===== src/rtl/vliw_fetch_unit.sv =====
// rtl/vliw_fetch_unit.sv - VLIW instruction fetch stage with PC, imem request tracking and prefetch FIFO
//
// Ports:
//   clk, reset                     : clock, asynchronous active-low reset
//   imem_req/imem_addr/imem_gnt    : bundle fetch request to instruction memory (addr = pc)
//   imem_rvalid/imem_rdata         : in-order bundle responses
//   redirect/redirect_target       : branch/jump redirect, flushes and refetches
//   halt                           : level-sensitive, blocks new requests
//   id_stall                       : IF/ID not accepting this cycle
//   fetch_valid/fetch_word/fetch_pc: FIFO head presented to IF/ID
//   ifid_write                     : IF/ID write enable (fetch_valid && !id_stall)
module vliw_fetch_unit #(
    parameter int          BUF_DEPTH       = 2,
    parameter int          MAX_OUTSTANDING = 2,
    parameter logic [31:0] RESET_PC        = 32'h0000_0000
) (
    input  logic        clk,
    input  logic        reset,
    output logic        imem_req,
    output logic [31:0] imem_addr,
    input  logic        imem_gnt,
    input  logic        imem_rvalid,
    input  logic [31:0] imem_rdata,
    input  logic        redirect,
    input  logic [31:0] redirect_target,
    input  logic        halt,
    input  logic        id_stall,
    output logic        fetch_valid,
    output logic [31:0] fetch_word,
    output logic [31:0] fetch_pc,
    output logic        ifid_write
);
    localparam int CW = $clog2(BUF_DEPTH + 1);
    localparam int OW = $clog2(MAX_OUTSTANDING + 1);
    localparam int PW = (BUF_DEPTH > 1) ? $clog2(BUF_DEPTH) : 1;

    logic [31:0]   r_pc;
    logic [31:0]   r_resp_pc;
    logic [CW-1:0] r_count;
    logic [OW-1:0] r_outstanding;
    logic [OW-1:0] r_drop_cnt;
    logic [PW-1:0] r_rd_ptr;
    logic [PW-1:0] r_wr_ptr;
    logic [31:0]   r_word [BUF_DEPTH];
    logic [31:0]   r_wpc  [BUF_DEPTH];

    logic w_can_issue;
    logic w_accept;
    logic w_push;
    logic w_pop;

    function automatic logic [PW-1:0] ptr_inc(input logic [PW-1:0] p);
        return (p == PW'(BUF_DEPTH - 1)) ? '0 : p + PW'(1);
    endfunction

    // Reserving FIFO space for every outstanding request means a response
    // always has somewhere to land; stale requests are counted too.
    assign w_can_issue = (int'(r_outstanding) < MAX_OUTSTANDING) &&
                         ((int'(r_count) + int'(r_outstanding)) < BUF_DEPTH);

    // Gated by reset so the request drops the instant reset asserts.
    assign imem_req    = reset && !halt && !redirect && w_can_issue;
    assign imem_addr   = r_pc;
    assign w_accept    = imem_req && imem_gnt;

    assign fetch_valid = (r_count != '0) && !redirect;
    assign fetch_word  = r_word[r_rd_ptr];
    assign fetch_pc    = r_wpc[r_rd_ptr];
    assign ifid_write  = fetch_valid && !id_stall;

    // Responses owed to pre-redirect requests are swallowed via r_drop_cnt.
    assign w_push      = imem_rvalid && !redirect && (r_drop_cnt == '0);
    assign w_pop       = ifid_write;

    always_ff @(posedge clk or negedge reset) begin
        if (!reset) begin
            r_pc          <= RESET_PC;
            r_resp_pc     <= RESET_PC;
            r_count       <= '0;
            r_outstanding <= '0;
            r_drop_cnt    <= '0;
            r_rd_ptr      <= '0;
            r_wr_ptr      <= '0;
            for (int i = 0; i < BUF_DEPTH; i++) begin
                r_word[i] <= '0;
                r_wpc[i]  <= '0;
            end
        end else begin
            case ({w_accept, imem_rvalid})
                2'b10:   r_outstanding <= r_outstanding + OW'(1);
                2'b01:   r_outstanding <= r_outstanding - OW'(1);
                default: r_outstanding <= r_outstanding;
            endcase

            if (redirect) begin
                r_pc       <= redirect_target;
                r_resp_pc  <= redirect_target;
                r_count    <= '0;
                r_rd_ptr   <= '0;
                r_wr_ptr   <= '0;
                // Everything still in flight after this cycle is stale,
                // including requests already marked for dropping.
                r_drop_cnt <= r_outstanding - OW'(imem_rvalid);
            end else begin
                if (w_accept) begin
                    r_pc <= r_pc + 32'd4;
                end
                if (imem_rvalid && (r_drop_cnt != '0)) begin
                    r_drop_cnt <= r_drop_cnt - OW'(1);
                end
                if (w_push) begin
                    r_word[r_wr_ptr] <= imem_rdata;
                    r_wpc[r_wr_ptr]  <= r_resp_pc;
                    r_wr_ptr         <= ptr_inc(r_wr_ptr);
                    r_resp_pc        <= r_resp_pc + 32'd4;
                end
                if (w_pop) begin
                    r_rd_ptr <= ptr_inc(r_rd_ptr);
                end
                case ({w_push, w_pop})
                    2'b10:   r_count <= r_count + CW'(1);
                    2'b01:   r_count <= r_count - CW'(1);
                    default: r_count <= r_count;
                endcase
            end
        end
    end

endmodule


===== config.mk =====
export PLATFORM = sky130hd
export DESIGN_NAME = vliw_fetch_unit
export DESIGN_NICKNAME = d
export VERILOG_FILES = /design/src/rtl/vliw_fetch_unit.sv
export SDC_FILE = /design/constraint.sdc
export NUM_CORES = 1
export LEC_CHECK = 0
export ABC_AREA = 1
export CAP_MARGIN = 30
export CORE_ASPECT_RATIO = 0.7
export CORE_MARGIN = 2
export CORE_UTILIZATION = 53
export CTS_CLUSTER_SIZE = 24
export DETAILED_ROUTE_END_ITERATION = 10
export PLACE_DENSITY = 0.85
export SYNTH_ARGS = -nofsm -noshare
export SYNTH_HDL_FRONTEND = slang
export SYNTH_SLANG_ARGS = --single-unit

===== constraint.sdc =====
create_clock -name clk -period 3.08 [get_ports clk]
set_input_delay 0.308 -clock clk [delete_from_list [all_inputs] [get_ports clk]]
set_output_delay 0.308 -clock clk [all_outputs]
set_load 0.02 [all_outputs]

# Word level (Yosys, flattened, before mapping)
# Cells that the tools add are included.
word_totals:
  register_bits: 200
  input_bits: 71
  elab_cells: 83
op_classes:
  n_addsub: 11
  order_cmp: 5
  n_eq_ne: 4
  n_mux: 25
  n_bitwise: 3
  reduce_logical: 24
ops:
  columns: ["op", "count"]
  rows:
  - ["$mux 32", 11]
  - ["$bwmux 64", 2]
  - ["$add 32x3->32 const B", 2]
  - ["$demux 32 s1", 1]
  - ["$reduce_bool 2->1", 7]
  - ["$logic_and 1x1->1", 11]
  - ["$pmux 2 s2", 2]
  - ["$mux 1", 6]
  - ["$mux 2", 3]
  - ["$sub 2x1->2 const B", 3]
  - ["$add 2x1->2 const B", 2]
  - ["$eq 2x1->1 const B", 2]
  - ["$eq 2x2->1 const B", 2]
  - ["$ge 2x2->1 const B", 2]
  - ["$not 1->2", 2]
  - ["$add 2x2->3", 1]
  - ["$logic_not 1->1", 3]
  - ["$lt 3x2->1 const B", 1]
  - ["$reduce_bool 3->1", 1]
  - ["$add 1x1->1 const B", 2]
  - ["$logic_not 2->1", 1]
  - ["$lt 2x1->1 const B", 1]
  - ["$lt 2x2->1 const B", 1]
  - ["$reduce_and 2->1", 1]
  - ["2 further kinds", 2]

# Depth between registers and ports, before layout
logic_depth:
  ltp_word: 7
  ltp_mapped: 12
  ltp_nobuf: 12

# Worst setup path after synthesis
# Ideal clock, no wire load.
synth_timing:
  path_kind: "register -> register"
  startpoint: "register r_outstanding[0]"
  endpoint: "register r_outstanding[1]"
  t_arrival_ns: 2.224
  required_ns: 2.949
  slack_ns: 0.725
  stages_incl_launch_ff: 13
  n_path_buf: 1
  period_less_slack_ns: 2.355
  path_cell_list: "dfrtp_1 nand2_1 inv_1 fa_1 nor2_1 nand2_1 nor2_4 nand2_1 buf_2 ha_1 a21oi_1 o21ai_0 xor2_1"
synth_between:
  elab_chain_cells: 7
  word_cells_on_any_way: 12
  classes_between: "add/sub: 3; order compare: 2; eq/ne: 2; mux: 1; reduce/logical: 4"
synth_rtl:
  columns: ["item", "line_no", "text"]
  rows:
  - ["start, declared", "40", "logic [OW-1:0] r_outstanding;"]
  - ["start signal, assigned", "90", "2'b10: r_outstanding <= r_outstanding + OW'(1);"]
  - ["start signal, assigned", "91", "2'b01: r_outstanding <= r_outstanding - OW'(1);"]
  - ["start signal, assigned", "92", "default: r_outstanding <= r_outstanding;"]
  - ["$add 2x2->3", "59", "((int'(r_count) + int'(r_outstanding)) < BUF_DEPTH);"]
  - ["$lt 3x2->1", "59", null]
  - ["$logic_and 1x1->1 (*)", "58", "assign w_can_issue = (int'(r_outstanding) < MAX_OUTSTANDING) &&"]
  - ["$logic_and 1x1->1 (*)", "62", "assign imem_req = reset && !halt && !redirect && w_can_issue;"]
  - ["via imem_req", "19", "output logic imem_req,"]
  - ["$logic_and 1x1->1 (*)", "64", "assign w_accept = imem_req && imem_gnt;"]
  - ["$eq 2x1->1 / $eq 2x2->1 (equally long branches)", "89", "case ({w_accept, imem_rvalid})"]
  - ["$pmux 2 s2 / $reduce_bool 2->1 (equally long branches)", null, null]
# The timed path passes the listed nets; every way through them passes the cells marked *.
# A chain may end at the register's enable or synchronous reset.

# Worst setup path in the final report
layout_timing:
  startpoint: "register r_outstanding[0]"
  endpoint: "output port imem_req"
layout_between:
  elab_chain_cells: 4
  word_cells_on_any_way: 5
  classes_between: "add/sub: 1; order compare: 2; reduce/logical: 2"
layout_rtl:
  columns: ["item", "line_no"]
  rows:
  - ["$add 2x2->3", "59"]
  - ["$lt 3x2->1", "59"]
  - ["$logic_and 1x1->1 (*)", "58"]
  - ["$logic_and 1x1->1 (*)", "62"]
  - ["end, declared", "19"]
# Mark *: on every way between the ends. The rest lies on a longest branch, timed or not.

==> reports/qor.txt <==
================================================================================
Area fraction of the dominant cell type after synthesis                    49.0%
Worst hold path type                                                primary input to asynchronous set/reset pin
Number of standard cells in the final layout excluding fillers              1622
Dominant combinational cell family by area after synthesis          simple AND/OR/NAND/NOR gates
Mapped Area                                                            10200 µm²
Clock root cell                                                        clkbuf_16
Endpoint of the worst-slack reg-to-reg timing path                  imem_addr[23]
Fraction of registers with async set/reset                                  100%
Pwr per Cell Area                                                     864 nW/µm²
Largest voltage drop on the vdd net                                     0.477 mV
Antenna cell count                                                             0
Final std cell area, no fill                                           12700 µm²
Setup slack after placement                                             0.728 ns
CTS tree                                                                    done
Worst-path maximum fanout                                                      5
Routed met2 length                                                      12000 µm
Final weighted congestion in routability-driven placement                  0.961
Beginning of the worst register-to-register path                    r_outstanding[0]
Average wire length per cell after detail routing                        16.4 µm
Setup skew after layout                                                0.0108 ns
Max Fclk                                                                 369 MHz
Met1 WL                                                                 12100 µm
Final ANT Viol Nets                                                            0
Biggest area consumer among synthesized cells                            dfrtp_1
Post-Route WL                                                           26500 µm
Ranking of synthesized cells by instance count                      nand2_1 (335), dfrtp_1 (200), inv_1 (139)
DIE HEIGHT                                                                120 µm
Resize count post-CTS                                                          0
Horiz. Die Dim                                                            170 µm
All-layer global routing usage                                             27.0%
Via count of the first global-routing pass                                  8561
Critical path data required time                                         2.77 ns
Period Utilization, post-route                                             88.0%
Wire length of the first global-routing pass                            43200 µm
Placed cell area                                                       12100 µm²
Max-cap violations                                                             0
Compound-Gate Fraction of Synth Area                                       12.0%
Estimated wirelength of the detail-placed design                        18400 µm
Most numerous cell in the Yosys netlist                                  nand2_1
Cts bufs inserted                                                             17
Top_reg_cell synth                                                       dfrtp_1
Worst-case setup margin in the final layout                             0.369 ns
Via count                                                                   8854
Number of antenna violations at the first check in global routing              0
Multiplexer share of the synthesized area                                  7.06%
Total met3 wirelength after detailed routing                             2080 µm
Initial Util                                                               54.1%
Depth of the worst register-to-register path                                  12
Number of placed instances with taps included                               1590
Total I/O pin count                                                          170
Number of vias per cell                                                     5.46
Grt ovf                                                                        0
Endpoint type of the worst setup path                               primary output
EDFF count, synth                                                              0
Area growth, synth to finish                                               24.6%
Tot Pwr                                                                 0.0110 W
Number of warning messages in the yosys log                                    0
Number of design rule violations left after detail routing                     0
Run status                                                          finished, final reports clean
Worst skew pair latency                                                  0.44 ns
Nets in the synthesized netlist                                             1295
Simple-gate share of the synthesized area                                  21.5%
Area taken by multi-input logic gates                                   4420 µm²
Number of instances in the synthesized netlist                              1218
Final setup TNS                                                             0 ns
Highest Signal Layer                                                        met4
CTS clock-pin slew for the worst setup and hold paths                    0.08 ns
Largest net degree at the start of global routing                            201
Number of hold violations in the final report                                  0
Number of iterations in the first detailed-routing pass                        7
Ratio of cells with drive above 1 in the final layout                      10.6%
Distinct cell type count of the synthesized netlist                           39
Static power due to leakage                                              5.94 nW
Die area                                                               20400 µm²
Number of buffers on the longest clock path                                    2
Count of state elements after synthesis                                      200
Sort of element at the start of the critical path                       register
R2r setup slk                                                            0.71 ns
Category of the most critical setup path                            register to primary output
Area of all sequential standard cells                                   5010 µm²
Post-synthesis average cell area                                        8.38 µm²
Critical Path AT                                                         2.40 ns
Initial detailed-routing violation count                                     914
Post-synthesis adder-cell area fraction                                   0.809%
Unrepaired setup endpoints after global routing                            false
Number of slew-limit violations in the final report                            0
Site Rows                                                                     42
Number of nets in the finished design                                       1444
Sequential fraction of the synthesis area                                  49.0%
# hold bufs at CTS                                                             0
Synth top area cells                                                dfrtp_1 (49%), nand2_1 (12%), mux2_2 (7.1%)
Post-CTS repair timing setup buffer count                                      0
Placeable core area                                                    18900 µm²
Count of final setup violators                                                 0
Post-Synth XOR/XNOR Area                                                   1.72%
Number of sinks handled by clock tree synthesis                              200
Count of port buffers added during placement                                 169
Tightest slew margin relative to the limit                                 21.7%
Period minus WS final                                                    2.71 ns
Layout filler cell count                                                    1457
Actual slew at the worst max-slew pin                                    1.18 ns
Maximum level of the CTS H-tree                                                4
================================================================================
[kinds of logic (layout without fill, tap and decap cells)]
| family | after synthesis | after routing |
|---|---|---|
| flip-flops | 200 | 200 |
| AND/OR/NAND/NOR | 504 | 504 |
| multiplexers | 64 | 64 |
| buffers and inverters | 193 | 355 |
| XOR/XNOR | 20 | 20 |
| adder cells (fa/ha/maj) | 6 | 6 |
| AO/OA/AOI/OAI | 231 | 231 |
[worst max-delay path by stage]
stage                     startpoint               end  slack [ns]  cells after the start
global placement    r_outstanding[0]     imem_addr[23]        0.82                     12
global route              r_count[0]          imem_req        0.22                      7
detailed placement  r_outstanding[0]     imem_addr[23]        0.73                     12
finish              r_outstanding[0]          imem_req        0.37                      7
CTS                       r_count[0]          imem_req        0.35                      7
floorplan           r_outstanding[0]  r_outstanding[1]        0.73                     12
[registers in the layout, summed over array words and instances, names as in the netlist]
name and count:
r_word 64, r_count 2, r_rd_ptr 1, imem_addr 32
r_resp_pc 32, r_wr_ptr 1, r_wpc 64, r_outstanding 2
r_drop_cnt 2
[stage by stage]
stage / hold slack (ns) / util, %
after floorplan: 0.0124 / -
after global placement: 0.462 / 64.2
after detailed placement: 0.469 / 64.2
after CTS: 0.177 / 67.4
after global routing: 0.156 / 67.4
final: 0.0137 / 67.4
[critical path: stages, from the launching register on]
cell	delay [ns]
dfrtp_1	0.44
nand2_1	0.09
inv_1	0.05
fa_1	0.42
nor2_1	0.12
nand2_1	0.11
nor2_4	0.12
clkdlybuf4s50_1	0.61
[routing by layer]
| layer | track usage (%) | vias to the layer above |
|---|---|---|
| met1 | 38.3 | 4240 |
| li1 | - | 4231 |
| met5 | 0 | - |
| met4 | 6.52 | 0 |
| met2 | 41.9 | 349 |
| met3 | 6.79 | 34 |
[layout by cell type, fill, tap and decap left out, types with 10 or more instances in the layout]
cell type / Yosys / routed
nor3_1: 10 / 10
inv_1: 139 / 139
clkdlybuf4s50_1: 0 / 167
nand3_1: 60 / 60
xor2_1: 17 / 17
o211ai_1: 14 / 14
a21oi_1: 18 / 18
o21ai_1: 125 / 125
nor2_4: 10 / 10
clkbuf_16: 0 / 17
o21ai_0: 59 / 59
nand2_1: 335 / 333
nor2_1: 58 / 58
dfrtp_1: 200 / 199
mux2_2: 64 / 64
[power by group]
group / leakage (nW) / internal, W / total [W] / switching (W)
registers: 2.53 / 0.00358 / 0.00425 / 0.000676
clock network: 0.294 / 0.00124 / 0.00234 / 0.00110
logic: 3.11 / 0.00208 / 0.00440 / 0.00232
total: 5.94 / 0.00689 / 0.0110 / 0.00410
[layout make-up]
type,count,area share [%]
tap,242,2.38
multi-input combinational,825,34.7
sequential,200,39.4
timing repair buffer,181,14.5
inverter,142,4.21
clock buffer,18,3.38
clock inverter,14,1.43
Note: power is estimated with default switching activity, not from simulation.
